===== src/rtl/display_mode_ctrl_if.sv =====
// CPU-side request/status bundle for display_mode_ctrl.
// The register block writes mode requests; status flows back.
interface display_mode_ctrl_if;
  logic mode_req_wr;
  logic mode_req_data;
  logic busy;
  logic switch_done;

  modport master (
    output mode_req_wr,
    output mode_req_data,
    input  busy,
    input  switch_done
  );

  modport slave (
    input  mode_req_wr,
    input  mode_req_data,
    output busy,
    output switch_done
  );
endinterface


===== src/rtl/display_mode_ctrl.sv =====
// Frame-aligned text/graphics mux select with forced blanking around each switch.
// Optional stalled-timing watchdog enabled by defining DISPLAY_MODE_CTRL_WDOG_EN.
module display_mode_ctrl #(
  parameter bit RESET_MODE   = 1'b0,
  parameter int BLANK_FRAMES = 2,
  parameter int WDOG_CYCLES  = 1_000_000
) (
  input  logic                 clk,
  input  logic                 rst,
  display_mode_ctrl_if.slave   req,
  input  logic                 frame_start,
  output logic                 display_mode,
  output logic                 blank,
  output logic                 wdog_flag
);

  if (BLANK_FRAMES < 1 || BLANK_FRAMES > 15 || WDOG_CYCLES < 1) begin : g_bad_param
    $error("display_mode_ctrl: parameter out of range");
  end

  typedef enum logic [1:0] {
    IDLE    = 2'd0,
    WAIT_FS = 2'd1,
    BLANKED = 2'd2,
    UNBLANK = 2'd3
  } state_t;

  state_t     state, state_nxt;
  logic       mode_q, mode_nxt;
  logic       blank_q, blank_nxt;
  logic       busy_q, busy_nxt;
  logic       done_q, done_nxt;
  logic       target_q, target_nxt;
  logic [3:0] cnt_q, cnt_nxt;
  logic       pend_valid_q, pend_valid_nxt;
  logic       pend_val_q, pend_val_nxt;
  logic       fs_eff;
  logic       tgt_eff;
  logic       pend_any;
  logic       pend_sel;

`ifdef DISPLAY_MODE_CTRL_WDOG_EN
  // A timeout stands in for the missing frame_start so blanking always ends.
  logic [31:0] wdog_cnt;
  logic        wdog_fire;
  logic        wdog_flag_q;

  assign wdog_fire = (state != IDLE) && (wdog_cnt == 32'(WDOG_CYCLES - 1));
  assign fs_eff    = frame_start | wdog_fire;
  assign wdog_flag = wdog_flag_q;

  always_ff @(posedge clk or posedge rst) begin
    if (rst) begin
      wdog_cnt    <= '0;
      wdog_flag_q <= 1'b0;
    end else begin
      wdog_flag_q <= wdog_flag_q | wdog_fire;
      if (state == IDLE || fs_eff || state_nxt != state)
        wdog_cnt <= '0;
      else
        wdog_cnt <= wdog_cnt + 32'd1;
    end
  end
`else
  assign fs_eff    = frame_start;
  assign wdog_flag = 1'b0;
`endif

  always_ff @(posedge clk or posedge rst) begin
    if (rst) begin
      state        <= IDLE;
      mode_q       <= RESET_MODE;
      blank_q      <= 1'b0;
      busy_q       <= 1'b0;
      done_q       <= 1'b0;
      target_q     <= RESET_MODE;
      cnt_q        <= '0;
      pend_valid_q <= 1'b0;
      pend_val_q   <= 1'b0;
    end else begin
      state        <= state_nxt;
      mode_q       <= mode_nxt;
      blank_q      <= blank_nxt;
      busy_q       <= busy_nxt;
      done_q       <= done_nxt;
      target_q     <= target_nxt;
      cnt_q        <= cnt_nxt;
      pend_valid_q <= pend_valid_nxt;
      pend_val_q   <= pend_val_nxt;
    end
  end

  // A write in the same cycle as a frame boundary is folded in before the boundary is acted on.
  assign tgt_eff  = req.mode_req_wr ? req.mode_req_data : target_q;
  assign pend_any = pend_valid_q | req.mode_req_wr;
  assign pend_sel = req.mode_req_wr ? req.mode_req_data : pend_val_q;

  always_comb begin
    state_nxt      = state;
    mode_nxt       = mode_q;
    blank_nxt      = blank_q;
    busy_nxt       = busy_q;
    done_nxt       = 1'b0;
    target_nxt     = target_q;
    cnt_nxt        = cnt_q;
    pend_valid_nxt = pend_valid_q;
    pend_val_nxt   = pend_val_q;

    case (state)
      IDLE: begin
        if (req.mode_req_wr && (req.mode_req_data != mode_q)) begin
          target_nxt = req.mode_req_data;
          busy_nxt   = 1'b1;
          state_nxt  = WAIT_FS;
        end
      end

      WAIT_FS: begin
        target_nxt = tgt_eff;
        if (fs_eff) begin
          blank_nxt = 1'b1;
          cnt_nxt   = 4'(BLANK_FRAMES);
          state_nxt = BLANKED;
        end
      end

      BLANKED: begin
        target_nxt = tgt_eff;
        if (fs_eff) begin
          cnt_nxt = cnt_q - 4'd1;
          if (cnt_q == 4'd1) begin
            mode_nxt  = tgt_eff;
            state_nxt = UNBLANK;
          end
        end
      end

      UNBLANK: begin
        if (req.mode_req_wr) begin
          pend_valid_nxt = 1'b1;
          pend_val_nxt   = req.mode_req_data;
        end
        if (fs_eff) begin
          done_nxt       = 1'b1;
          pend_valid_nxt = 1'b0;
          // A pending request for the other source chains straight into another blanked run.
          if (pend_any && (pend_sel != mode_q)) begin
            target_nxt = pend_sel;
            cnt_nxt    = 4'(BLANK_FRAMES);
            state_nxt  = BLANKED;
          end else begin
            blank_nxt = 1'b0;
            busy_nxt  = 1'b0;
            state_nxt = IDLE;
          end
        end
      end

      default: state_nxt = IDLE;
    endcase
  end

  assign display_mode    = mode_q;
  assign blank           = blank_q;
  assign req.busy        = busy_q;
  assign req.switch_done = done_q;

endmodule

===== src/flat_wrapper.sv =====
// flat-port wrapper written by rule: the top's interface ports become plain ports
module display_mode_ctrl_flat 
#(
  parameter bit RESET_MODE   = 1'b0,
  parameter int BLANK_FRAMES = 2,
  parameter int WDOG_CYCLES  = 1_000_000
)
  (clk, rst, frame_start, display_mode, blank, wdog_flag, req_mode_req_wr, req_mode_req_data, req_busy, req_switch_done);
  display_mode_ctrl_if req_i ();
  input  logic clk;
  input  logic rst;
  input  logic frame_start;
  output logic display_mode;
  output logic blank;
  output logic wdog_flag;
  input wire logic [$bits(req_i.mode_req_wr)-1:0] req_mode_req_wr;
  input wire logic [$bits(req_i.mode_req_data)-1:0] req_mode_req_data;
  output wire logic [$bits(req_i.busy)-1:0] req_busy;
  output wire logic [$bits(req_i.switch_done)-1:0] req_switch_done;
  assign req_i.mode_req_wr = req_mode_req_wr;
  assign req_i.mode_req_data = req_mode_req_data;
  assign req_busy = req_i.busy;
  assign req_switch_done = req_i.switch_done;
  display_mode_ctrl #(.RESET_MODE(RESET_MODE), .BLANK_FRAMES(BLANK_FRAMES), .WDOG_CYCLES(WDOG_CYCLES)) u_core (.clk(clk), .rst(rst), .req(req_i), .frame_start(frame_start), .display_mode(display_mode), .blank(blank), .wdog_flag(wdog_flag));
endmodule

===== config.mk =====
export PLATFORM = sky130hd
export DESIGN_NAME = display_mode_ctrl_flat
export DESIGN_NICKNAME = d
export VERILOG_FILES = /design/src/rtl/display_mode_ctrl_if.sv /design/src/rtl/display_mode_ctrl.sv /design/src/flat_wrapper.sv
export SDC_FILE = /design/constraint.sdc
export NUM_CORES = 1
export LEC_CHECK = 0
export ABC_AREA = 1
export CORE_MARGIN = 2
export CORE_UTILIZATION = 45
export CTS_CLUSTER_DIAMETER = 200
export DETAILED_ROUTE_END_ITERATION = 10
export DONT_BUFFER_PORTS = 1
export PLACE_DENSITY = 0.61
export RECOVER_POWER = 100
export SETUP_SLACK_MARGIN = 0.05
export SLEW_MARGIN = 20
export SYNTH_ARGS = -nofsm -noshare
export SYNTH_HDL_FRONTEND = slang
export SYNTH_SLANG_ARGS = --single-unit

===== constraint.sdc =====
create_clock -name clk -period 1.4 [get_ports clk]
set_input_delay 0.28 -clock clk [delete_from_list [all_inputs] [get_ports clk]]
set_output_delay 0.28 -clock clk [all_outputs]
set_load 0.01 [all_outputs]

==> metrics.md <==
| Metric | Value |
|---|---|
| Max Clock Skew | `roughly 0.00063 ns` |
| Initial antenna violation count | `0` |
| Clk pin slew, worst setup/hold paths | `0.08 ns` |
| Post-synth top flop | `dfrtp_1` |
| DR WL/cell | `roughly 12 um` |
| H-tree level count | `1` |
| Most common cell in the synthesized netlist | `nand2_1` |
| HPWL Detailed | `1352 um` |
| VDD IR max | `1.155 mV` |
| Status | `finished, violations left` |
| Final Cell Area | `roughly 1100 sq um` |
| Multi-input gate area in the final layout | `between 500 and 600 sq um` |
| Reg area | `329.1 sq um` |
| Synth Cell Area | `904.6 sq um` |
| Core ar. | `1922 sq um` |
| Final period util | `101.3%` |
| Final Setup Violations | `4` |
| Post-synth top area share | `35.96%` |
| Post-layout power | `2.662 mW` |
| Top cells by area, synth | `dfrtp_1, nand2_1, ha_1, nand3_1, inv_1` |
| Crit. End Element | `flip-flop` |
| DIE AREA | `roughly 2400 sq um` |
| Critical path, cell by cell | `clkinv_4 > ha_4 > nor2_4 > nand2_2 > nand2_4 > o21a_4 > nand2_4 > nand2_2 > nand2_2` |
| Clock buffer count from CTS | `3` |
| Number of global-route vias before repair | `762` |
| Post-synth EDFFs | `0` |
| Via count | `795` |
| Clock latency on the worst-skew pair | `0.28 ns` |
| Number of routed nets with antenna violations | `0` |
| Global Route met1 Usage | `24.12%` |
| Crit path buffers/inverters | `1` |
| DRC | `0` |
| Largest net degree at the start of global routing | `14` |
| Final setup margin | `-0.01865 ns` |
| CTS tree | `done` |
| Synth Register Bits | `13` |
| DP Area | `roughly 950 sq um` |
| Max-cap violations | `0` |
| WHS | `0.1018 ns` |
| Maximum clock insertion buffer count | `2` |
| Rel. slew slack | `65.85%` |
| Iter 0 DRT Violations | `23` |
| Drt pass-1 iters | `4` |
| Number of vias per cell | `about 4.9` |
| First-pass GRT wire length | `approximately 3300 um` |
| Synth cell count leaders | `nand2_1, inv_1, dfrtp_1, nand3_1, nor2_1` |
| Violated checks | `negative setup slack` |
| Final wirelength | `around 2000 um` |
| Synth async-reset ratio | `100.0%` |
| Mapped Avg Cell Area | `roughly 7.4 sq um` |
| Grt ovf | `0` |
| Power Density | `2393 nW/um^2` |
| Final Hold Vio Count | `0` |
| Die X | `48.84 um` |
| WS Path Type | `reg -> reg` |
| Share of cells above drive strength 1 | `33.09%` |
| CP max stage cell | `dfrtp_2` |
| Met3 usage | `3.374%` |
| Fillers | `roughly 170` |
| RSZ-0062 raised after global routing | `yes` |
| Row count | `16` |
| Final Max Tran Viols | `0` |
| Nets | `150` |
| Die Height | `48.84 um` |
| CP most frequent cell | `nand2_2` |
| HP Class | `in -> reg` |
| Lkg Pwr | `0.5771 nW` |
| Worst path required time | `1.58 ns` |
| Total track usage | `18.87%` |
| Least-Margin Pin Slew | `just over 0.5 ns` |
| Synthesized Nets | `136` |
| Syn Inst Count | `123` |
| Worst Path Max Fanout | `5` |
| Critical path's largest stage delay | `~0.46 ns` |
| GR peak layer | `met2` |
| GR Layer Usage met2 | `between 20% and 30%` |
| Min cycle time layout | `1.419 ns` |
| Sink Count | `13` |
| Fmax | `704.9 MHz` |
| Synth area leader | `dfrtp_1` |
| Root buffer cell | `clkbuf_4` |
| Distinct cells, synth | `21` |
| IO buf count | `0` |
| Critical Path Start Type | `flip-flop` |
| Arr. time, crit path | `1.60 ns` |
| RePlAce Congestion | `about 0.87` |
| Layout Area Growth over Synthesis | `22.96%` |
| Antenna diode count | `0` |
| Sequential element share of the synthesized area | `35.96%` |
| Synth Warn # | `0` |
| IO Pins | `10` |
| CP delay by family, top | `flip-flops` |
| Starting Density | `47.07%` |
placed cells by master (no fill, tap or decap), types with 2 or more instances in the layout:
master / Yosys / final
nor2_4: 0 / 2
dfrtp_2: 0 / 3
nand4_1: 3 / 3
ha_1: 8 / 4
ha_4: 0 / 3
nand2_1: 38 / 30
buf_4: 1 / 10
o21ai_1: 2 / 2
nand2_2: 2 / 10
clkbuf_4: 0 / 3
nor2_1: 11 / 10
nand2_4: 3 / 3
inv_2: 4 / 7
nand3_1: 11 / 11
a21oi_1: 5 / 5
inv_1: 14 / 10
dfrtp_1: 13 / 10
per-stage QoR:
stage / instances / worst slack (ns) / utilization [%] / setup TNS [ns]
after floorplan: 123 / 0.05496 / - / 0
final: 163 / -0.01865 / 57.88 / -0.05417
after detailed placement: 152 / -0.008838 / 49.67 / -0.01443
after global routing: 163 / -0.09361 / 57.88 / -0.5330
after CTS: 161 / 0.04840 / 55.21 / 0
after global placement: 152 / 0.01925 / 49.67 / 0
what timing repair did:
item                                    in CTS  in global routing
hold buffers                                 1                  0
hold endpoints to repair                    13                  0
gates resized for setup                     10                 14
cloned                                       0                  0
endpoints found under the setup margin       6                  9
setup buffers                                4                  2
pin swaps                                    1                  7
cell families after synthesis:
kind of cell               count (synthesis)  share of synthesized area, %
DFF                                       13                         35.96
and+or+nand+nor                           71                         36.10
buffers and inverters                     20                         9.543
AOI/OAI and AO/OA                         10                         6.915
adders and majority gates                  8                         11.07
other                                      1                        0.4145
registers in the layout, indices dropped and copies added (netlist names):
signal                  cells
u_core.cnt_q                4
u_core.state                2
u_core.blank                1
u_core.display_mode         1
u_core.pend_val_q           1
u_core.pend_valid_q         1
u_core.req.busy             1
u_core.req.switch_done      1
u_core.target_q             1
layer usage:
| layer | up-vias | wire length, um |
|---|---|---|
| li1 | 413 | - |
| met1 | 365 | 965 |
| met2 | 12 | 897 |
| met3 | 5 | 48 |
| met4 | 0 | 51 |
| met5 | - | 0 |
area by class of cell:
| cell class | count | share of cell area, % |
|---|---|---|
| Multi-Input combinational cell | 90 | 50.84 |
| Inverter | 18 | 6.524 |
| Tap cell | 27 | 3.037 |
| Sequential cell | 13 | 29.58 |
| Timing Repair Buffer | 11 | 7.649 |
| Clock buffer | 4 | 2.362 |
final timing paths:
check,start,end,slack (ns),cells after the start
setup / recovery,u_core.state[0],u_core.cnt_q[1],-0.02,9
hold / removal,frame_start,u_core.req.switch_done,0.10,2
setup reg to reg,u_core.state[0],u_core.cnt_q[1],-0.02,9
hold reg to reg,u_core.target_q,u_core.target_q,0.51,2
max in group asynchronous,rst,u_core.state[0],0.57,2
min in group asynchronous,rst,u_core.req.busy,0.46,2
power by group:
group	total, mW	switching [mW]	internal (mW)
logic	1.68	0.934	0.741
registers	0.741	0.197	0.544
clock network	0.246	0.136	0.111
No activity file was read; power rests on OpenSTA's default activity.
